**src/rtl/mpf_prim_fifo_lutram_pkg.sv**
```systemverilog
// Shared helpers for the MPF LUTRAM FIFO: parameter legality and reset-time flag values.
package mpf_prim_fifo_lutram_pkg;

  function automatic bit is_pow2(input int unsigned n);
    return (n != 0) && ((n & (n - 1)) == 0);
  endfunction

  // almostFull out of reset is only 1 for a threshold that covers the whole depth.
  function automatic logic almost_full_reset(input int unsigned threshold,
                                             input int unsigned n_entries);
    return (threshold >= n_entries) ? 1'b1 : 1'b0;
  endfunction

endpackage

```
**src/rtl/mpf_prim_lutram_1w1r.sv**
```systemverilog
// Generic LUTRAM array: one synchronous write port, one asynchronous read port, contents not reset.
module mpf_prim_lutram_1w1r #(
  parameter int unsigned N_DATA_BITS = 32,
  parameter int unsigned N_ENTRIES   = 16
) (
  input  logic                         clk,
  input  logic                         i_wr_en,
  input  logic [$clog2(N_ENTRIES)-1:0] i_wr_addr,
  input  logic [N_DATA_BITS-1:0]       i_wr_data,
  input  logic [$clog2(N_ENTRIES)-1:0] i_rd_addr,
  output logic [N_DATA_BITS-1:0]       o_rd_data
);

  logic [N_DATA_BITS-1:0] r_mem [N_ENTRIES];

  always_ff @(posedge clk) begin
    if (i_wr_en) r_mem[i_wr_addr] <= i_wr_data;
  end

  assign o_rd_data = r_mem[i_rd_addr];

endmodule

```
**src/rtl/mpf_prim_fifo_lutram.sv**
```systemverilog
// Show-ahead FIFO on LUTRAM with registered full/empty/almost-full flags.
// Define MPF_FIFO_ASSERT_EN to compile in simulation-only protocol and parameter checks.
module mpf_prim_fifo_lutram
  import mpf_prim_fifo_lutram_pkg::*;
#(
  parameter int unsigned N_DATA_BITS = 32,
  parameter int unsigned N_ENTRIES   = 16,
  parameter int unsigned THRESHOLD   = 1
) (
  input  logic                   clk,
  input  logic                   reset,
  input  logic [N_DATA_BITS-1:0] enq_data,
  input  logic                   enq_en,
  output logic                   notFull,
  output logic                   almostFull,
  output logic [N_DATA_BITS-1:0] first,
  input  logic                   deq_en,
  output logic                   notEmpty
);

  localparam int unsigned PTR_W = $clog2(N_ENTRIES);
  localparam logic        AF_RESET = almost_full_reset(THRESHOLD, N_ENTRIES);

  typedef logic [PTR_W-1:0] ptr_t;
  typedef logic [PTR_W:0]   cnt_t;

  localparam cnt_t CNT_FULL = cnt_t'(N_ENTRIES);
  localparam cnt_t CNT_AF   = cnt_t'(N_ENTRIES - THRESHOLD);

  ptr_t r_wr_ptr;
  ptr_t r_rd_ptr;
  cnt_t r_count;
  logic r_not_empty;
  logic r_not_full;
  logic r_almost_full;
  cnt_t w_count_next;

  assign w_count_next = r_count + cnt_t'(enq_en) - cnt_t'(deq_en);

  // Flags are registered from count_next so they reflect this edge's enq/deq
  // without any combinational path from the handshake inputs.
  always_ff @(posedge clk) begin
    if (reset) begin
      r_wr_ptr      <= '0;
      r_rd_ptr      <= '0;
      r_count       <= '0;
      r_not_empty   <= 1'b0;
      r_not_full    <= 1'b1;
      r_almost_full <= AF_RESET;
    end else begin
      if (enq_en) r_wr_ptr <= r_wr_ptr + ptr_t'(1);
      if (deq_en) r_rd_ptr <= r_rd_ptr + ptr_t'(1);
      r_count       <= w_count_next;
      r_not_empty   <= (w_count_next != '0);
      r_not_full    <= (w_count_next != CNT_FULL);
      r_almost_full <= (w_count_next >= CNT_AF);
    end
  end

  mpf_prim_lutram_1w1r #(
    .N_DATA_BITS (N_DATA_BITS),
    .N_ENTRIES   (N_ENTRIES)
  ) u_mem (
    .clk       (clk),
    .i_wr_en   (enq_en & ~reset),
    .i_wr_addr (r_wr_ptr),
    .i_wr_data (enq_data),
    .i_rd_addr (r_rd_ptr),
    .o_rd_data (first)
  );

  assign notEmpty   = r_not_empty;
  assign notFull    = r_not_full;
  assign almostFull = r_almost_full;

`ifdef MPF_FIFO_ASSERT_EN
  initial begin
    if (!is_pow2(N_ENTRIES) || N_ENTRIES < 2)
      $fatal(1, "mpf_prim_fifo_lutram: N_ENTRIES=%0d is not a power of two >= 2", N_ENTRIES);
    if (THRESHOLD >= N_ENTRIES)
      $fatal(1, "mpf_prim_fifo_lutram: THRESHOLD=%0d must be below N_ENTRIES=%0d",
             THRESHOLD, N_ENTRIES);
  end

  always_ff @(posedge clk) begin
    if (!reset) begin
      if (enq_en && !r_not_full)
        $fatal(1, "mpf_prim_fifo_lutram: enq_en while full");
      if (deq_en && !r_not_empty)
        $fatal(1, "mpf_prim_fifo_lutram: deq_en while empty");
    end
  end
`else
  // Unchecked build: illegal enq/deq silently corrupt the pointers.
`endif

endmodule

```
**config.mk**
```make
export PLATFORM = sky130hd
export DESIGN_NAME = mpf_prim_fifo_lutram
export DESIGN_NICKNAME = d
export VERILOG_FILES = /design/src/rtl/mpf_prim_fifo_lutram_pkg.sv /design/src/rtl/mpf_prim_lutram_1w1r.sv /design/src/rtl/mpf_prim_fifo_lutram.sv
export SDC_FILE = /design/constraint.sdc
export NUM_CORES = 1
export LEC_CHECK = 0
export BUFFER_PORTS_ARGS = -buffer_cell sky130_fd_sc_hd__buf_4
export CAP_MARGIN = 10
export CELL_PAD_IN_SITES_DETAIL_PLACEMENT = 0
export CELL_PAD_IN_SITES_GLOBAL_PLACEMENT = 1
export CORE_MARGIN = 2
export CORE_UTILIZATION = 35
export DETAILED_ROUTE_END_ITERATION = 8
export HOLD_SLACK_MARGIN = 0.02
export PLACE_DENSITY = 0.52
export SKIP_LAST_GASP = 1
export SYNTH_ARGS = -nofsm -noshare
export SYNTH_HDL_FRONTEND = slang
export SYNTH_SLANG_ARGS = --single-unit
```
**constraint.sdc**
```tcl
create_clock -name clk -period 4.15 [get_ports clk]
set_input_delay 0.83 -clock clk [delete_from_list [all_inputs] [get_ports clk]]
set_output_delay 0.83 -clock clk [all_outputs]
set_load 0.01 [all_outputs]
```
# == After elaboration in Yosys (flattened, before gate mapping) ==
# Memories as Yosys holds them, arrays and structs flattened. A register that Yosys moved wholly into a read port is not among the register bits.
# Cells that the tools add are included.
# op_classes
addsub,4
order_cmp,1
eq_ne,1
muxes,4
bitwise_logic,2
n_reduce_logical,1
# op_table
cell,n
$add A4 B1 Y4 const B,2
$mux W4,2
$add A5 B1 Y5,1
$ge A5 B4 Y1 const B,1
$ne A5 B5 Y1 const B,1
$reduce_bool A5 Y1,1
$sub A5 B1 Y5,1
$mux W1,2
$and A1 B1 Y1,1
$not A1 Y1,1
# word_totals
ff_bits,16
ramBits,512
input_bits,36
out_inout_bits,35
word_cells,20
n_memories,1
# memory_table
memory,words,width,rd,rd_ports_with_merged_regs,write_ports,line_no,source
u_mem.r_mem,16,32,1,1,1,mpf_prim_lutram_1w1r.sv:14,logic [N_DATA_BITS-1:0] r_mem [N_ENTRIES];

# == Longest topological paths before layout ==
# depth
word_depth,4
depth_mapped,10
mapped_depth_nobuf,10

# == Modules after synthesis ==
# Synthesis repeated with hierarchy kept, for this count alone.
# hier_totals
cells_unflattened,882
area_unflattened_um2,19976.7
# by_module_without_submodules
mod,n_inst,cells_each,area_per_inst_um2,seq_area_each_um2
mpf_prim_lutram_1w1r,1,806,19213.4,15374.7
mpf_prim_fifo_lutram,1,76,763.2,320.3

# == Least setup slack after synthesis ==
# OpenSTA, ideal clock, no wires.
# synth_timing
path_type,input to register
from,input port reset
to,"memory u_mem.r_mem[0][0], enable pin"
setup_time_ns,0.392
arrival_time_ns,2.299
slack_ns,1.459
path_stages,4
n_path_buf,1
cell_sequence,clkbuf_1 -> nor2b_1 -> nor3b_1 -> and2_1
# synth_between
elab_chain_cells,4
# synth_lines
element,line_no,source
from (decl),mpf_prim_fifo_lutram.sv:11,"input logic reset,"
$not A1 Y1,mpf_prim_fifo_lutram.sv:65,".i_wr_en (enq_en & ~reset),"
$and A1 B1 Y1,mpf_prim_fifo_lutram.sv:65,
$mux W1,mpf_prim_lutram_1w1r.sv:17,if (i_wr_en) r_mem[i_wr_addr] <= i_wr_data;
$mux W1 (not written as such),mpf_prim_lutram_1w1r.sv:17,
to (decl),mpf_prim_lutram_1w1r.sv:14,
# No other way between the ends.

==> run summary <==
Outcome = finished clean
Post-Synthesis Cells = 890
Slew Limit Fails = 0
Largest net degree at the start of global routing = 49
R2r startpoint = r_count[0]
Setup_tns = 0 ns
Most frequent cell after synthesis = edfxtp_1
GR Overflow Total = 0
Period utilization = 0.897
Gpl congestion = 0.685
Critical path, cell by cell = buf_4 > mux4_2 > a22oi_1 > nand2_1 > buf_4
Root Driver = clkbuf_16
Synth Area in XOR/XNOR = 0.00436
Synth async-reset ratio = 0
Max Cap Viol = 0
Initial core utilization = 0.355
Reg-to-Reg End = notEmpty
Setup ws final = 0.425 ns
WP depth = 5
Final ANT Viol Nets = 0
Sequential element share of the synthesized area = 0.786
Area leader, netlist = edfxtp_1
Post-synthesis mux area share = 0.145
Top FF cell, synth = edfxtp_1
CTS Sinks = 532
Crit Path Max Fanout = 31
Pre-CTS setup slack = 0.941 ns
Port-buffer cells = 70
Setup crit end kind = primary output
Vias per cell = 5.09
Largest family of logic cells by synthesized area = multiplexers
Crit Path Category = reg2out
Compound-gate portion of the synthesized area = 0.0257
Crit path time final = 3.72 ns
Max VDD drop = 0.361 mV
Post-synth top cells = edfxtp_1 (512), mux4_2 (128), a22oi_1 (64)
Relative slew slack = 0.273
Synth Area per Inst = 22.5 sq um
GRT Util Overall = 0.156
Leak = 7.45 nW
First-pass GRT wire length = 67900 microns
Site row count = 87
WL/cell = 25.1 microns
Crit path top cell by count = buf_4
Worst Skew = 0.0216 ns
Die X = 243 microns
Net Count, Synth = 937
Setup violators final = 0
Post-CTS Setup Repair Bufs = 0
Synthesized area = 20100 sq um
Worst hold margin = 0.517 ns
Library cells used by synthesis = 28
R2r setup slk = 2.05 ns
Slowest stage delay, CP = 0.86 ns
EDFF count, synth = 512
Vias in the first global route = 9999
R2R depth = 10
Nets = 1058
Post-CTS sizing = 0
Die height = 243 microns
CP Buf/Inv Count = 2
Synth top area cells = edfxtp_1 (77%), mux4_2 (14%), a22oi_1 (2.4%)
DRC viols = 0
Ant. Diodes = 0
Area Growth Syn to Fin = 17.1%
Clock slew at reported path FFs = 0.06 ns
Die area = 59300 sq um
Fmax = 268 MHz
Worst-margin pin slew = 1.09 ns
Simple-gate portion of the synthesized area = 0.0196
DRT Wirelength = 45600 microns
Core ar. = 56500 sq um
Endpoints failing hold = 0
Drt pass-1 iters = 4
Layout cells sized above 1 = 0.306
RSZ-0062 raised after global routing = false
Clock latency on the worst-skew pair = 0.61 ns
Crit path launch type = flop
CP arrival = 2.89 ns
Hold Crit Class = in2reg
Slowest-stage cell, CP = dfxtp_4
Worst setup endpoint = first[11]
Adder-Cell Fraction of Synth Area = 0.00723
Detailed placement HPWL = 25600 microns
CTS tree = done
Yosys warning count = 0
Hold_buf cts = 0
Crit-path leading delay family = flip-flops
Drt initial violations = 621
PwrDens = 493 nW/um^2
Yosys reg bits = 532
Top-area cell type share of the netlist area = 0.766
Critical Path RT = 3.32 ns
CTS buffer count = 57
# H-tree levels = 2
Initial antenna violation count = 0
I/O pin count = 71
DR vias = 9230
Clock Path Buffers = 3
state kept, by name (all words and copies together), names as in the netlist, named ones only:
register and cells:
u_mem.r_mem 512, r_count 5, r_rd_ptr 4, r_wr_ptr 4, almostFull 1, notEmpty 1
notFull 1
kinds of logic (layout without fill, tap and decap cells):
| group | count (synthesis) | count (layout) |
|---|---|---|
| xor+xnor | 10 | 10 |
| mux | 130 | 130 |
| simple gates | 83 | 83 |
| flops | 532 | 532 |
| buf+inv | 55 | 222 |
| fa+ha+maj | 11 | 11 |
| compound gates | 69 | 69 |
cell usage in the layout, fill, tap and decap left out, drive strengths merged:
| cell type | instances |
|---|---|
| a41oi | 1 |
| a21o | 1 |
| mux2i | 2 |
| nor2b | 5 |
| nand2 | 37 |
| clkbuf | 75 |
| mux4 | 128 |
| and3b | 1 |
| nor3b | 1 |
| inv | 11 |
| nor2 | 17 |
| and2 | 17 |
| and3 | 1 |
| nand4bb | 1 |
| edfxtp | 512 |
| a22oi | 64 |
| buf | 107 |
| fa | 1 |
| nand2b | 1 |
| nand4 | 2 |
| dfxtp | 20 |
| xnor2 | 4 |
| ha | 10 |
| xor2 | 6 |
| a21oi | 2 |
| o32ai | 1 |
| bufinv | 2 |
| clkinv | 27 |
area by class of cell:
type / instances / area, sq um
timing repair buffer: 107 / 953
fill: 4942 / 33000
sequential: 532 / 15800
inverter: 10 / 37.5
clock buffer: 75 / 1490
multi-input combinational: 303 / 4090
clock inverter: 30 / 200
tap: 756 / 946
report_power, final:
group	switching [mW]	internal, mW	total [mW]
Clock	2.02	2.64	4.66
Combinational	0.474	0.441	0.915
Sequential	0.0596	5.95	6.01
layer usage:
| metal | routed length [microns] | global-route usage | up-vias |
|---|---|---|---|
| li1 | - | - | 3993 |
| met1 | 20600 | 0.216 | 5004 |
| met2 | 22500 | 0.256 | 170 |
| met3 | 1670 | 0.0250 | 63 |
| met4 | 803 | 0.0420 | 0 |
| met5 | 0 | 0 | - |
through the flow:
| stage | cells | total power, mW | instance area (sq um) | util |
|---|---|---|---|---|
| floorplan | 890 | 6.69 | 20100 | - |
| global placement | 1708 | 7.06 | 21800 | 0.386 |
| detailed placement | 1708 | 7.07 | 21800 | 0.386 |
| CTS | 1813 | 11.7 | 23500 | 0.416 |
| global route | 1813 | 12.0 | 23500 | 0.416 |
| finish | 1813 | 11.6 | 23500 | 0.416 |
worst min path at each step:
| stage | cells past startpoint | to | slack [ns] | startpoint |
|---|---|---|---|---|
| after floorplan | 2 | flop | 0.48 | r_rd_ptr[3] |
| after global placement | 2 | r_rd_ptr[3] | 0.51 | r_rd_ptr[3] |
| after detailed placement | 2 | flop | 0.51 | r_rd_ptr[3] |
| after CTS | 1 | u_mem.r_mem[12][25] | 0.48 | enq_data[25] |
| after global routing | 1 | u_mem.r_mem[13][25] | 0.50 | enq_data[25] |
| final | 1 | u_mem.r_mem[12][25] | 0.52 | enq_data[25] |
worst reg2reg max path, stage by stage (launching register included):
cell,delay (ns)
dfxtp_1,0.30
inv_1,0.03
ha_1,0.25
inv_1,0.05
ha_1,0.15
inv_1,0.06
fa_1,0.41
nand2b_1,0.16
a21oi_1,0.17
xnor2_1,0.21
a41oi_1,0.16
No activity file was read; power rests on OpenSTA's default activity.
